**src/rtl/reset_sequencer.sv**
```systemverilog
// Reset sequencer for the MMCM output clock domain.
// Synchronises the MMCM lock flag and the board reset button, debounces the
// button, and releases the video reset first and the CPU reset a fixed gap
// later. Lock losses seen while fully running are counted (saturating).
module reset_sequencer #(
   parameter int unsigned SYNC_STAGES      = 2,
   parameter int unsigned LOCK_HOLD_CYCLES = 1024,
   parameter int unsigned STAGE_GAP_CYCLES = 16,
   parameter int unsigned DEBOUNCE_CYCLES  = 65536
) (
   input  logic       CLK,
   input  logic       RESET,
   input  logic       LOCKED,
   input  logic       BTN_RESET,
   output logic       RESET_VIDEO,
   output logic       RESET_CPU,
   output logic       READY,
   output logic [7:0] LOSS_COUNT
);

   localparam int unsigned CNT_MAX = (LOCK_HOLD_CYCLES > STAGE_GAP_CYCLES) ?
                                     LOCK_HOLD_CYCLES : STAGE_GAP_CYCLES;
   // A single-cycle hold and gap would give a zero-width counter; keep one bit.
   localparam int unsigned CNT_W   = (CNT_MAX > 1) ? $clog2(CNT_MAX) : 1;
   localparam int unsigned DB_W    = $clog2(DEBOUNCE_CYCLES + 1);

   localparam logic [CNT_W-1:0] HOLD_LAST = CNT_W'(LOCK_HOLD_CYCLES - 1);
   localparam logic [CNT_W-1:0] GAP_LAST  = CNT_W'(STAGE_GAP_CYCLES - 1);
   localparam logic [DB_W-1:0]  DB_LAST   = DB_W'(DEBOUNCE_CYCLES - 1);

   typedef enum logic [1:0] {
      StWaitLock,
      StHold,
      StReleaseVideo,
      StRun
   } state_e;

   logic [SYNC_STAGES-1:0] locked_sync_q;
   logic [SYNC_STAGES-1:0] btn_sync_q;
   logic                   locked_s;
   logic                   btn_s;

   logic                   btn_db_q;
   logic [DB_W-1:0]        db_cnt_q;

   logic                   fault;

   state_e                 state_q;
   logic [CNT_W-1:0]       cnt_q;

   // Multi-flop synchronisers; nothing else touches LOCKED or BTN_RESET.
   always_ff @(posedge CLK or posedge RESET) begin
      if (RESET) begin
         locked_sync_q <= '0;
         btn_sync_q    <= '0;
      end else begin
         locked_sync_q <= {locked_sync_q[SYNC_STAGES-2:0], LOCKED};
         btn_sync_q    <= {btn_sync_q[SYNC_STAGES-2:0], BTN_RESET};
      end
   end

   assign locked_s = locked_sync_q[SYNC_STAGES-1];
   assign btn_s    = btn_sync_q[SYNC_STAGES-1];

   // Button debounce: follow btn_s only after it has disagreed for the full window.
   always_ff @(posedge CLK or posedge RESET) begin
      if (RESET) begin
         btn_db_q <= 1'b0;
         db_cnt_q <= '0;
      end else if (btn_s == btn_db_q) begin
         db_cnt_q <= '0;
      end else if (db_cnt_q == DB_LAST) begin
         btn_db_q <= btn_s;
         db_cnt_q <= '0;
      end else begin
         db_cnt_q <= db_cnt_q + DB_W'(1);
      end
   end

   assign fault = ~locked_s | btn_db_q;

   // Sequencer FSM; outputs are loaded alongside the state so they move on the same edge.
   always_ff @(posedge CLK or posedge RESET) begin
      if (RESET) begin
         state_q     <= StWaitLock;
         cnt_q       <= '0;
         RESET_VIDEO <= 1'b1;
         RESET_CPU   <= 1'b1;
         READY       <= 1'b0;
         LOSS_COUNT  <= 8'd0;
      end else begin
         unique case (state_q)
            StWaitLock: begin
               if (!fault) begin
                  state_q <= StHold;
                  cnt_q   <= '0;
               end
            end

            StHold: begin
               // Fault wins over hold completion.
               if (fault) begin
                  state_q <= StWaitLock;
                  cnt_q   <= '0;
               end else if (cnt_q == HOLD_LAST) begin
                  state_q     <= StReleaseVideo;
                  cnt_q       <= '0;
                  RESET_VIDEO <= 1'b0;
               end else begin
                  cnt_q <= cnt_q + CNT_W'(1);
               end
            end

            StReleaseVideo: begin
               if (fault) begin
                  state_q     <= StWaitLock;
                  cnt_q       <= '0;
                  RESET_VIDEO <= 1'b1;
               end else if (cnt_q == GAP_LAST) begin
                  state_q   <= StRun;
                  cnt_q     <= '0;
                  RESET_CPU <= 1'b0;
                  READY     <= 1'b1;
               end else begin
                  cnt_q <= cnt_q + CNT_W'(1);
               end
            end

            StRun: begin
               if (fault) begin
                  state_q     <= StWaitLock;
                  cnt_q       <= '0;
                  RESET_VIDEO <= 1'b1;
                  RESET_CPU   <= 1'b1;
                  READY       <= 1'b0;
                  // Only lock loss is counted; a button press alone is not.
                  if (!locked_s && (LOSS_COUNT != 8'hFF)) begin
                     LOSS_COUNT <= LOSS_COUNT + 8'd1;
                  end
               end
            end

            default: begin
               state_q     <= StWaitLock;
               cnt_q       <= '0;
               RESET_VIDEO <= 1'b1;
               RESET_CPU   <= 1'b1;
               READY       <= 1'b0;
            end
         endcase
      end
   end

endmodule

```
**config.mk**
```make
export PLATFORM = sky130hd
export DESIGN_NAME = reset_sequencer
export DESIGN_NICKNAME = d
export VERILOG_FILES = /design/src/rtl/reset_sequencer.sv
export SDC_FILE = /design/constraint.sdc
export NUM_CORES = 1
export LEC_CHECK = 0
export CAP_MARGIN = 20
export CORE_AREA = 3 3 136 72
export DETAILED_ROUTE_END_ITERATION = 12
export DIE_AREA = 0 0 139 75
export PLACE_DENSITY_LB_ADDON = 0.2
export REMOVE_ABC_BUFFERS = 1
export SLEW_MARGIN = 20
export SYNTH_ARGS = -nofsm -noshare
export SYNTH_HDL_FRONTEND = slang
export SYNTH_SLANG_ARGS = --single-unit
```
**constraint.sdc**
```tcl
create_clock -name CLK -period 2.97 [get_ports CLK]
set_input_delay 0.594 -clock CLK [delete_from_list [all_inputs] [get_ports CLK]]
set_output_delay 0.594 -clock CLK [all_outputs]
set_load 0.02 [all_outputs]
```
# Word level (Yosys, flattened, before mapping)
# Index checks and enable logic that the tools add are counted.
[totals]
output_inout_bits = 11
register_bits = 45
inputBits = 4
[op_classes]
reduce_logical = 12
muxes = 27
n_eq_ne = 17
bitwise_logic = 3
add_sub_neg = 3
[op_table]
columns = ["op", "n"]
rows = [
  ["$mux W10", 6],
  ["$pmux W10 S4", 1],
  ["$mux W17", 2],
  ["$add A17 B1 Y17 const B", 1],
  ["$eq A17 B16 Y1 const B", 1],
  ["$mux W2", 6],
  ["$ne A2 B2 Y1 const B", 6],
  ["$reduce_and A4 Y1", 3],
  ["$add A10 B1 Y10 const B", 1],
  ["$eq A10 B10 Y1 const B", 1],
  ["$eq A10 B4 Y1 const B", 1],
  ["$add A8 B1 Y8 const B", 1],
  ["$mux W1", 8],
  ["$ne A8 B8 Y1 const B", 1],
  ["$pmux W2 S4", 1],
  ["$ne A3 B3 Y1 const B", 2],
  ["$pmux W1 S2", 3],
  ["$eq A2 B2 Y1 const B", 2],
  ["$reduce_and A2 Y1", 2],
  ["$reduce_bool A2 Y1", 2],
  ["$reduce_and A3 Y1", 1],
  ["$eq A2 B1 Y1 const B", 1],
  ["$logic_not A2 Y1", 1],
  ["$ne A2 B1 Y1 const B", 1],
  ["6 further kinds", 7],
]

# Logic depth before layout (Yosys ltp)
# Gate-level depths: netlist of the first run.
[logic_depth]
word_depth = 4
depth_mapped = 6

# Worst setup path after synthesis of the first run
# No wires, ideal clock.
[synth_timing]
kind = "reg2reg"
startpoint = "register state_q[0]"
endpoint = "register state_q[1]"
path_stages_with_launch = 7
t_required_ns = 2.848
setup_slack_ns = 1.316
t_arrival_ns = 1.533
period_less_slack_ns = 1.654
setup_time_ns = 0.122
path_cell_list = "dfrtp_1 ha_1 and3b_1 a21o_1 buf_6 a211o_1 a32o_1"
[synth_between]
elab_chain_len = 3
word_cells_on_any_way = 10
[synth_lines]
columns = ["item", "line", "rtl"]
rows = [
  ["start: declaration", "48", "state_e state_q;"],
  ["start signal: assignment", "85", "state_q <= StWaitLock;"],
  ["start signal: assignment", "95", "state_q <= StHold;"],
  ["start signal: assignment", "103", "state_q <= StWaitLock;"],
  ["$eq A2 B2 Y1, or another cell as far along", "92", "unique case (state_q)"],
  ["$ne A3 B3 Y1 (no source line) / $ne A2 B2 Y1 (equally long branches)", "--", ""],
  ["$reduce_and A4 Y1 (no source line)", "--", ""],
]
# Several ways; a longest one is shown, not always the timed one.
# A chain may end at the register's enable or synchronous reset.

# Final worst setup path of the first run
[layout_timing]
startpoint = "register RESET_VIDEO"
endpoint = "output port RESET_VIDEO"
[layout_lines]
columns = ["item", "line", "rtl"]
rows = [
  ["start: declaration", "15", "output logic RESET_VIDEO,"],
  ["start signal: assignment", "87", "RESET_VIDEO <= 1'b1;"],
  ["start signal: assignment", "108", "RESET_VIDEO <= 1'b0;"],
  ["start signal: assignment", "118", "RESET_VIDEO <= 1'b1;"],
]
# No word-level cell between the ends.

==> metrics.yaml, run 1 <==
setup_path:
  worstRegToRegCells: 5
  max_stage_delay_ns: 0.61
  crit_chain: "clkdlybuf4s50_1"
  cp-startpoint: "RESET_VIDEO"
  required_ns: 2.38
  crit_arrival_ns: 1.44
  path_delay_family: "buffers and inverters"
  critical_path_class: "flip-flop to output pin"
  crit_path_end: "RESET_VIDEO"
  path_max_fanout: 3
  reg2reg_to: "cnt_q[6]"
  cp-start-kind: "flip-flop"
  r2r_slack_ns: 1.03
  crit_slowest_cell: "clkdlybuf4s50_1"
  endpoint_kind: "output pin"
  cp_num_cells: 1
  rr_startpoint: "state_q[0]"
  crit_buf_inv: 1
clock_tree:
  clock_path_buffers: 2
  worstSkewPairLatency_ns: 0.29
  postCtsSetupRepairBufs: 0
  cts_htree_levels: 2
  clkSinkCount: 45
  cts_buffers: 5
  cts_tree: "yes"
  cts_resized: 0
  holdBufCountCts: 0
  cts-root-buf: "clkbuf_16"
  clk_pin_slew_ns: 0.06
sta:
  whs_ns: 0.350
  fmax_mhz: 492
  relSlewSlack_pct: 62.1
  worst_pin_slew_ns: 0.568
  hold_violations: 0
  worst_clock_skew_ns: 0.00689
  rsz0062_at_grt: "false"
  slew_violations: 0
  fin_crit_sh_pct: 68.5
  setup_viol: 0
  period_needed_ns: 2.03
  setup_tns_ns: 0
routing:
  drt-total-wl_mm: 4.73
  first_pass_iters: 5
  avgViaCountPerCell: 4.69
  avgRoutedWirePerCell_um: 12.9
  drc: 0
  ant_nets: 0
  dr.first_iter.drc_count: 88
  vias: 1716
yosys:
  postSynthCellCount: 231
  synth_cell_types: 48
  synthMuxAreaShare_pct: 2.24
  ys_warn_count: 0
  postSynthAreaPerCell_um2: 10.2
  synth_compound_area_share_pct: 12.1
  yosys.area_share.adder_pct: 4.26
  synth-simple-area-share_pct: 21.6
  synth_xor_xnor_area_share_pct: 7.83
  synth_top_family_by_area: "simple AND/OR/NAND/NOR gates"
  syn_area_um2: 2350
  ys_ff_latch: 45
  yosysSeqAreaShare_pct: 48.1
grt:
  grt_pass1_vias: 1685
  grt-ovfl-total: 0
  grt_max_degree: 18
  antenna_found_initial: 0
  grt_pass1_wl_mm: 8.15
  grt_util_all_layers_pct: 9.80
placed_design:
  place.gp.congestion: 0.777
  dp_hpwl_mm: 3.43
  dp.cells: 358
  portBuffers: 14
  placed_area_um2: 2600
floorplanning:
  row_count: 24
  die-area_um2: 10400
  io_pins: 15
  die_h_um: 75
  dieWidth_um: 139
  initial_core_util_pct: 27.2
  coreArea_um2: 8650
layout:
  fin_nets: 260
  final_cell_area_um2: 2760
  fin_cells: 366
  syn2layout_area_growth_pct: 17.5
  fill_cells: 916
  drive_gt1_share_pct: 8.84
  diodes: 0
min_path:
  hp-class: "flip-flop to flip-flop"
power:
  ir_worst_vdd_uv: 289
  total_power_mw: 1.85
  p_leak_nw: 1.18
  power_density_nw_per_um2: 670
job:
  max-cap-violations: 0
outcome:
  status: "completed"
[area by class of cell]
cell class / count / area (µm²) / share of cell area, %
Multi-Input combinational cell: 169 / 1130 / 40.9
Timing Repair Buffer: 17 / 163 / 5.89
Clock inverter: 2 / 17.5 / 0.635
Clock buffer: 6 / 139 / 5.03
Inverter: 10 / 37.5 / 1.36
Tap cell: 117 / 146 / 5.30
Sequential cell: 45 / 1130 / 40.9
[per-stage QoR]
| step | setup slack [ns] | utilization [%] |
|---|---|---|
| after floorplan | 1.16 | - |
| after global placement | 1.05 | 30.1 |
| after detailed placement | 1.00 | 30.1 |
| after CTS | 0.912 | 31.9 |
| after global routing | 0.861 | 31.9 |
| final | 0.936 | 31.9 |
[layer usage]
layer	wire, µm	GRT usage, %	vias to the layer above
met1	2460	13.4	829
met5	0	0	-
met2	2080	15.1	19
met4	89	4.56	0
met3	109	2.28	8
li1	-	-	860
[flip-flops by register name, summed over array words and instances (netlist names)]
register and count:
RESET_VIDEO 1, cnt_q 10, btn_sync_q 2, locked_sync_q 2, db_cnt_q 17, btn_db_q 1
LOSS_COUNT 8, state_q 2, RESET_CPU 1, READY 1
[cells by family after synthesis]
family          after synthesis
fa+ha+maj                     8
simple gates                 96
compound gates               39
xor+xnor                     21
mux                           5
buf+inv                      17
flops                        45
[layout by cell type, fill, tap and decap left out, types with 5 or more instances in the layout]
cell type and n:
o21ai_0 6, nand3_1 13, a21oi_1 9, nand2_1 14, nor2_1 27, ha_1 8
xor2_1 11, clkbuf_16 5, xnor2_1 10, dfrtp_1 43, nor3_1 8, clkdlybuf4s50_1 14
and3_1 5, nand4_1 7, inv_1 9
[how the worst min path moves through the flow]
stage                           from          endpoint  cells after the start
floorplan              btn_sync_q[0]     btn_sync_q[1]                      0
global placement       btn_sync_q[0]     btn_sync_q[1]                      0
detailed placement     btn_sync_q[0]     btn_sync_q[1]                      0
CTS                    btn_sync_q[0]     btn_sync_q[1]                      0
global route           btn_sync_q[0]     btn_sync_q[1]                      0
finish              locked_sync_q[0]  locked_sync_q[1]                      0
[worst reg2reg max path, delay by kind of cell, from the launching register on]
kind                     cells  cell delay (ns)
AO/OA/AOI/OAI                2             0.75
adder cells (fa/ha/maj)      1             0.29
AND/OR/NAND/NOR              2             0.36
flip-flops                   1             0.40
[Yosys cell counts (all sizes together)]
cell type | number | area, µm²
a2111oi | 1 | 8.76
a211o | 1 | 8.76
a21o | 2 | 15.0
a21oi | 9 | 45.0
a221oi | 1 | 15.0
a22oi | 1 | 7.51
a31oi | 4 | 31.3
a32o | 1 | 10.0
a41oi | 1 | 8.76
and2 | 2 | 12.5
and3 | 5 | 31.3
and3b | 1 | 8.76
and4 | 3 | 26.3
and4b | 2 | 20.0
buf | 6 | 50.0
clkbuf | 1 | 3.75
dfrtp | 43 | 1080
dfstp | 2 | 52.6
ha | 8 | 100
inv | 10 | 37.5
mux2 | 2 | 22.5
mux2i | 3 | 30.0
nand2 | 14 | 52.6
nand2b | 3 | 18.8
nand3 | 13 | 65.1
nand3b | 1 | 7.51
nand4 | 8 | 56.3
nor2 | 27 | 101
nor2b | 2 | 12.5
nor3 | 9 | 50.1
nor3b | 1 | 7.51
nor4 | 5 | 37.5
o211a | 1 | 10.0
o211ai | 4 | 30.0
o21ai | 7 | 35.0
o22ai | 1 | 6.26
o31a | 1 | 8.76
o31ai | 4 | 43.8
xnor2 | 10 | 87.6
xor2 | 11 | 96.3
[where the power goes]
part           switching [mW]  internal (mW)  total [mW]  leakage, nW
logic                   0.310          0.216       0.526        0.497
clock network           0.254          0.340       0.594       0.0775
registers              0.0524          0.676       0.728        0.603
Power figures use the tool's default switching activity.
==> run 2, diff against run 1 <==
==> constraint.sdc (replaced) <==
create_clock -name CLK -period 1.7 [get_ports CLK]
set_input_delay 0.34 -clock CLK [delete_from_list [all_inputs] [get_ports CLK]]
set_output_delay 0.34 -clock CLK [all_outputs]
set_load 0.02 [all_outputs]
==> metrics.yaml, run 2 (synthesized netlist as in run 1, its figures left out) <==
power:
  power_density_nw_per_um2: 1150
  power.internal_mw: 2.38
  switchingPower_mw: 1.18
  combPwrFrac_pct: 37.8
  clock_power_share_pct: 26.5
  p_seq_share_pct: 35.7
  p_leak_nw: 1.41
  ir_worst_vdd_uv: 540
  switching_share_pct: 33.2
clock_tree:
  cts_tree: "yes"
  clock_path_buffers: 2
  cts_htree_levels: 2
  cts_buffers: 5
  worstSkewPairLatency_ns: 0.28
  clkSinkCount: 45
  cts-root-buf: "clkbuf_16"
  clk_pin_slew_ns: 0.06
sta:
  worst_pin_slew_ns: 0.474
  rsz0062_at_grt: "true"
  whs_ns: 0.347
  setup_ws_ns: 0.0105
  setup_tns_ns: 0
  worst_clock_skew_ns: 0.00902
  slew_violations: 0
  period_needed_ns: 1.69
  fin_crit_sh_pct: 99.4
  relSlewSlack_pct: 68.3
  fmax_mhz: 592
  setup_viol: 0
  hold_violations: 0
floorplanning:
  row_count: 24
  io_pins: 15
  die_h_um: 75
  coreArea_um2: 8650
  die-area_um2: 10400
  initial_core_util_pct: 27.2
  dieWidth_um: 139
setup_path:
  worstRegToRegCells: 5
  crit_slowest_cell: "dfrtp_1"
  path_delay_family: "compound AO/OA/AOI/OAI gates"
  max_stage_delay_ns: 0.42
  path_max_fanout: 7
  r2r_slack_ns: 0.01
  endpoint_kind: "flip-flop"
  rr_startpoint: "state_q[1]"
  required_ns: 1.87
  critical_path_class: "flip-flop to flip-flop"
  reg2reg_to: "state_q[1]"
  crit_buf_inv: 0
  crit_arrival_ns: 1.86
  cp-start-kind: "flip-flop"
  crit_chain: "ha_1 > and3b_1 > a21o_2 > a211o_1 > a32o_1"
  cp_num_cells: 5
layout:
  syn2layout_area_growth_pct: 31.4
  drive_gt1_share_pct: 22.0
  fill_cells: 856
  largest_reg_flops: 17
  top_regs: "db_cnt_q: 17 flops, cnt_q: 10 flops, LOSS_COUNT: 8 flops"
  diodes: 0
  final_common_cell: "dfrtp_1"
  top_register: "db_cnt_q"
  fin_nets: 288
  most-common-layout-cells: "43 x dfrtp_1, 29 x buf_4, 27 x nor2_1, 14 x nand2_1, 13 x nand3_1"
grt:
  grt_pass1_vias: 1808
  antenna_found_initial: 0
  grt_max_degree: 46
  grt_util_all_layers_pct: 10.3
  grt_pass1_wl_mm: 8.80
  grt-ovfl-total: 0
  grt_use_met1_pct: 13.6
  grt_use_met2_pct: 17.4
  grt_use_met3_pct: 2.35
  busiest_layer: "met2"
routing:
  first_pass_iters: 5
  drt-total-wl_mm: 5.23
  avgRoutedWirePerCell_um: 13.3
  vias: 1841
  avgViaCountPerCell: 4.67
  ant_nets: 0
  drc: 0
  dr.first_iter.drc_count: 92
placed_design:
  portBuffers: 14
  dp_hpwl_mm: 3.59
  place.gp.congestion: 0.878
  place_ws_ns: -0.0533
min_path:
  min_from: "locked_sync_q[0]"
  hp-class: "flip-flop to flip-flop"
  hold_end: "locked_sync_q[1]"
  hold_path_depth: 0
outcome:
  status: "completed"
job:
  max-cap-violations: 0
-- run 2: changes by cell type in the layout (fill, tap and decap cells not counted), moves of 2 or more --
cell             change
dlymetal6s2s_1       +4
dlygate4sd2_1        +3
buf_4               +26
clkbuf_1             +2
a31oi_4              +2
buf_12               +2
clkdlybuf4s50_1      -7
nor3_1               -4
nor3_2               +3
-- run 2: worst max path at each step --
stage	start	endpoint	slack [ns]
after floorplan	state_q[0]	cnt_q[2]	-0.11
after global placement	cnt_q[1]	cnt_q[0]	0.02
final	state_q[1]	state_q[1]	0.01
after global routing	state_q[1]	state_q[1]	-0.04
after detailed placement	state_q[1]	cnt_q[5]	-0.05
after CTS	cnt_q[1]	cnt_q[0]	0.0005
-- run 2: final cells by class --
cell class	instances	area (µm²)	area share, %
multi-input combinational	169	1230	39.8
sequential	45	1130	36.6
timing repair buffer	45	404	13.1
tap	117	146	4.74
clock buffer	7	133	4.30
inverter	10	37.5	1.22
clock inverter	1	7.51	0.243
-- run 2: per-stage QoR --
stage	instances	cell area [µm²]	util [%]	total power [mW]
6_report	394	3090	35.7	3.56
5_1_grt	394	3090	35.7	3.77
4_1_cts	387	2940	34.0	3.38
3_5_place_dp	379	2770	32.1	2.37
3_3_place_gp	379	2770	32.1	2.35
2_1_floorplan	224	2290	-	1.92
-- run 2: timing repair --
item,in CTS,in global routing
pin swaps,1,3
hold buffers,0,0
resized for setup,8,22
setup endpoints to repair,10,19
setup buffers,0,8
-- run 2: per-layer routing --
metal  vias up  part of all wire (%)
li1        921                     -
met1       893                    49
met2        21                    47
met3         6                   2.5
met4         0                   1.3
met5         -                     0
-- run 2: power by group through the flow --
stage          logic [mW]  registers, mW  clock network (mW)
2_1_floorplan       0.578           1.34                   0
4_1_cts              1.13           1.28               0.980
3_5_place_dp         1.07           1.29                   0
5_1_grt              1.46           1.29                1.02
3_3_place_gp         1.07           1.29                   0
6_report             1.34           1.27               0.943
==> run 3, diff against run 2 <==
--- a/config.mk
+++ b/config.mk
@@ -10,7 +10,6 @@
 export DETAILED_ROUTE_END_ITERATION = 12
 export DIE_AREA = 0 0 139 75
 export PLACE_DENSITY_LB_ADDON = 0.2
-export REMOVE_ABC_BUFFERS = 1
 export SLEW_MARGIN = 20
 export SYNTH_ARGS = -nofsm -noshare
 export SYNTH_HDL_FRONTEND = slang
==> metrics.yaml, run 3 (synthesized netlist as in run 1, its figures left out) <==
sta:
  fmax_mhz: 597
  rsz0062_at_grt: "true"
  period_needed_ns: 1.68
  relSlewSlack_pct: 66.2
  fin_crit_sh_pct: 98.5
  hold_violations: 0
  setup_ws_ns: 0.0248
  slew_violations: 0
  worst_pin_slew_ns: 0.504
  setup_viol: 0
  worst_clock_skew_ns: 0.00697
  whs_ns: 0.335
setup_path:
  required_ns: 1.87
  path_max_fanout: 5
  cp-start-kind: "flip-flop"
  endpoint_kind: "flip-flop"
  crit_arrival_ns: 1.85
  critical_path_class: "flip-flop to flip-flop"
layout:
  multi_input_area_um2: 1240
  syn2layout_area_growth_pct: 30.1
  largest_reg_flops: 17
  final_common_cell: "dfrtp_1"
  final_core_util_pct: 35.3
  top_regs: "db_cnt_q: 17 flops, cnt_q: 10 flops, LOSS_COUNT: 8 flops"
  fill_cells: 861
  most-common-layout-cells: "43 x dfrtp_1, 27 x nor2_1, 22 x buf_4, 14 x nand2_1, 13 x nand3_1"
  diodes: 0
  top_register: "db_cnt_q"
  ff_latch_area_um2: 1130
  fin_nets: 281
  drive_gt1_share_pct: 22.6
floorplanning:
  die-area_um2: 10400
  coreArea_um2: 8650
  die_h_um: 75
  initial_core_util_pct: 27.2
  dieWidth_um: 139
  row_count: 24
  io_pins: 15
routing:
  drt-total-wl_mm: 4.91
  avgViaCountPerCell: 4.60
  ant_nets: 0
  dr.first_iter.drc_count: 113
  first_pass_iters: 4
  avgRoutedWirePerCell_um: 12.7
  vias: 1779
  drc: 0
clock_tree:
  cts_htree_levels: 2
  clkSinkCount: 45
  clk_pin_slew_ns: 0.06
  cts_tree: "yes"
  cts-root-buf: "clkbuf_16"
  worstSkewPairLatency_ns: 0.28
  cts_buffers: 5
  holdBufCountCts: 0
  clock_path_buffers: 2
yosys:
  synth_fp_nets: 243
power:
  ir_worst_vdd_uv: 460
  p_leak_nw: 1.38
  power_density_nw_per_um2: 1140
grt:
  grt_max_degree: 24
  grt_pass1_wl_mm: 8.46
  grt-ovfl-total: 0
  grt_pass1_vias: 1775
  grt_util_all_layers_pct: 9.89
  antenna_found_initial: 0
min_path:
  hp-class: "primary input to asynchronous set/reset pin"
outcome:
  status: "completed"
job:
  max-cap-violations: 0
placed_design:
  place.gp.congestion: 0.813
  dp_hpwl_mm: 3.54
  portBuffers: 14
  place_ws_ns: -0.0405
## run 3: cell type report
type / instances / area share (%)
clock buffers: 7 / 5.00
clock inverters: 1 / 0.164
inverters: 10 / 1.23
multi-input cells: 169 / 40.5
flip-flops and latches: 45 / 36.9
well taps: 117 / 4.79
repair buffers: 38 / 11.4
## run 3: path summary, 6_finish.rpt
| path | from | endpoint | slack, ns | depth (start not counted) |
|---|---|---|---|---|
| max in group asynchronous | RESET | RESET_CPU | 0.85 | 3 |
| worst max-delay path | state_q[0] | cnt_q[3] | 0.02 | 6 |
| worst min-delay path | RESET | cnt_q[8] | 0.33 | 2 |
| worst max register to register | state_q[0] | cnt_q[3] | 0.02 | 6 |
| worst min register to register | btn_sync_q[0] | btn_sync_q[1] | 0.35 | 0 |
| min in group CLK | btn_sync_q[0] | btn_sync_q[1] | 0.35 | 0 |
## run 3: per-stage QoR
| stage | std cells | area (µm²) | TNS (ns) | power, mW |
|---|---|---|---|---|
| after CTS | 385 | 2950 | 0 | 3.43 |
| after global placement | 377 | 2770 | 0 | 2.34 |
| after floorplan | 231 | 2350 | 0 | 1.96 |
| after detailed placement | 377 | 2770 | -0.156 | 2.35 |
| after global routing | 387 | 3060 | -0.278 | 3.71 |
| final | 387 | 3060 | 0 | 3.49 |
## run 3: where the power goes
group / switching (mW) / internal [mW]
sequential: 0.0838 / 1.18
combinational: 0.659 / 0.555
clock: 0.390 / 0.622
total: 1.13 / 2.36
## run 3: timing repair
action,CTS,global route
setup endpoints to repair,12,16
pin swaps,1,2
buffers inserted,0,2
endpoints found under the hold margin,0,0
gates resized for setup,8,26
## run 3: critical path: stages (launching register included)
cell,delay [ns]
dfrtp_1,0.39
inv_1,0.11
ha_1,0.33
and2_2,0.23
a221oi_4,0.26
buf_4,0.19
nor3_1,0.06
## run 3: routing by layer
| layer | track usage [%] | vias to the layer above | wire (µm) |
|---|---|---|---|
| met3 | 2.41 | 6 | 124 |
| met5 | 0 | - | 0 |
| met2 | 16.7 | 24 | 2270 |
| li1 | - | 907 | - |
| met1 | 13.0 | 842 | 2470 |
| met4 | 2.71 | 0 | 46 |
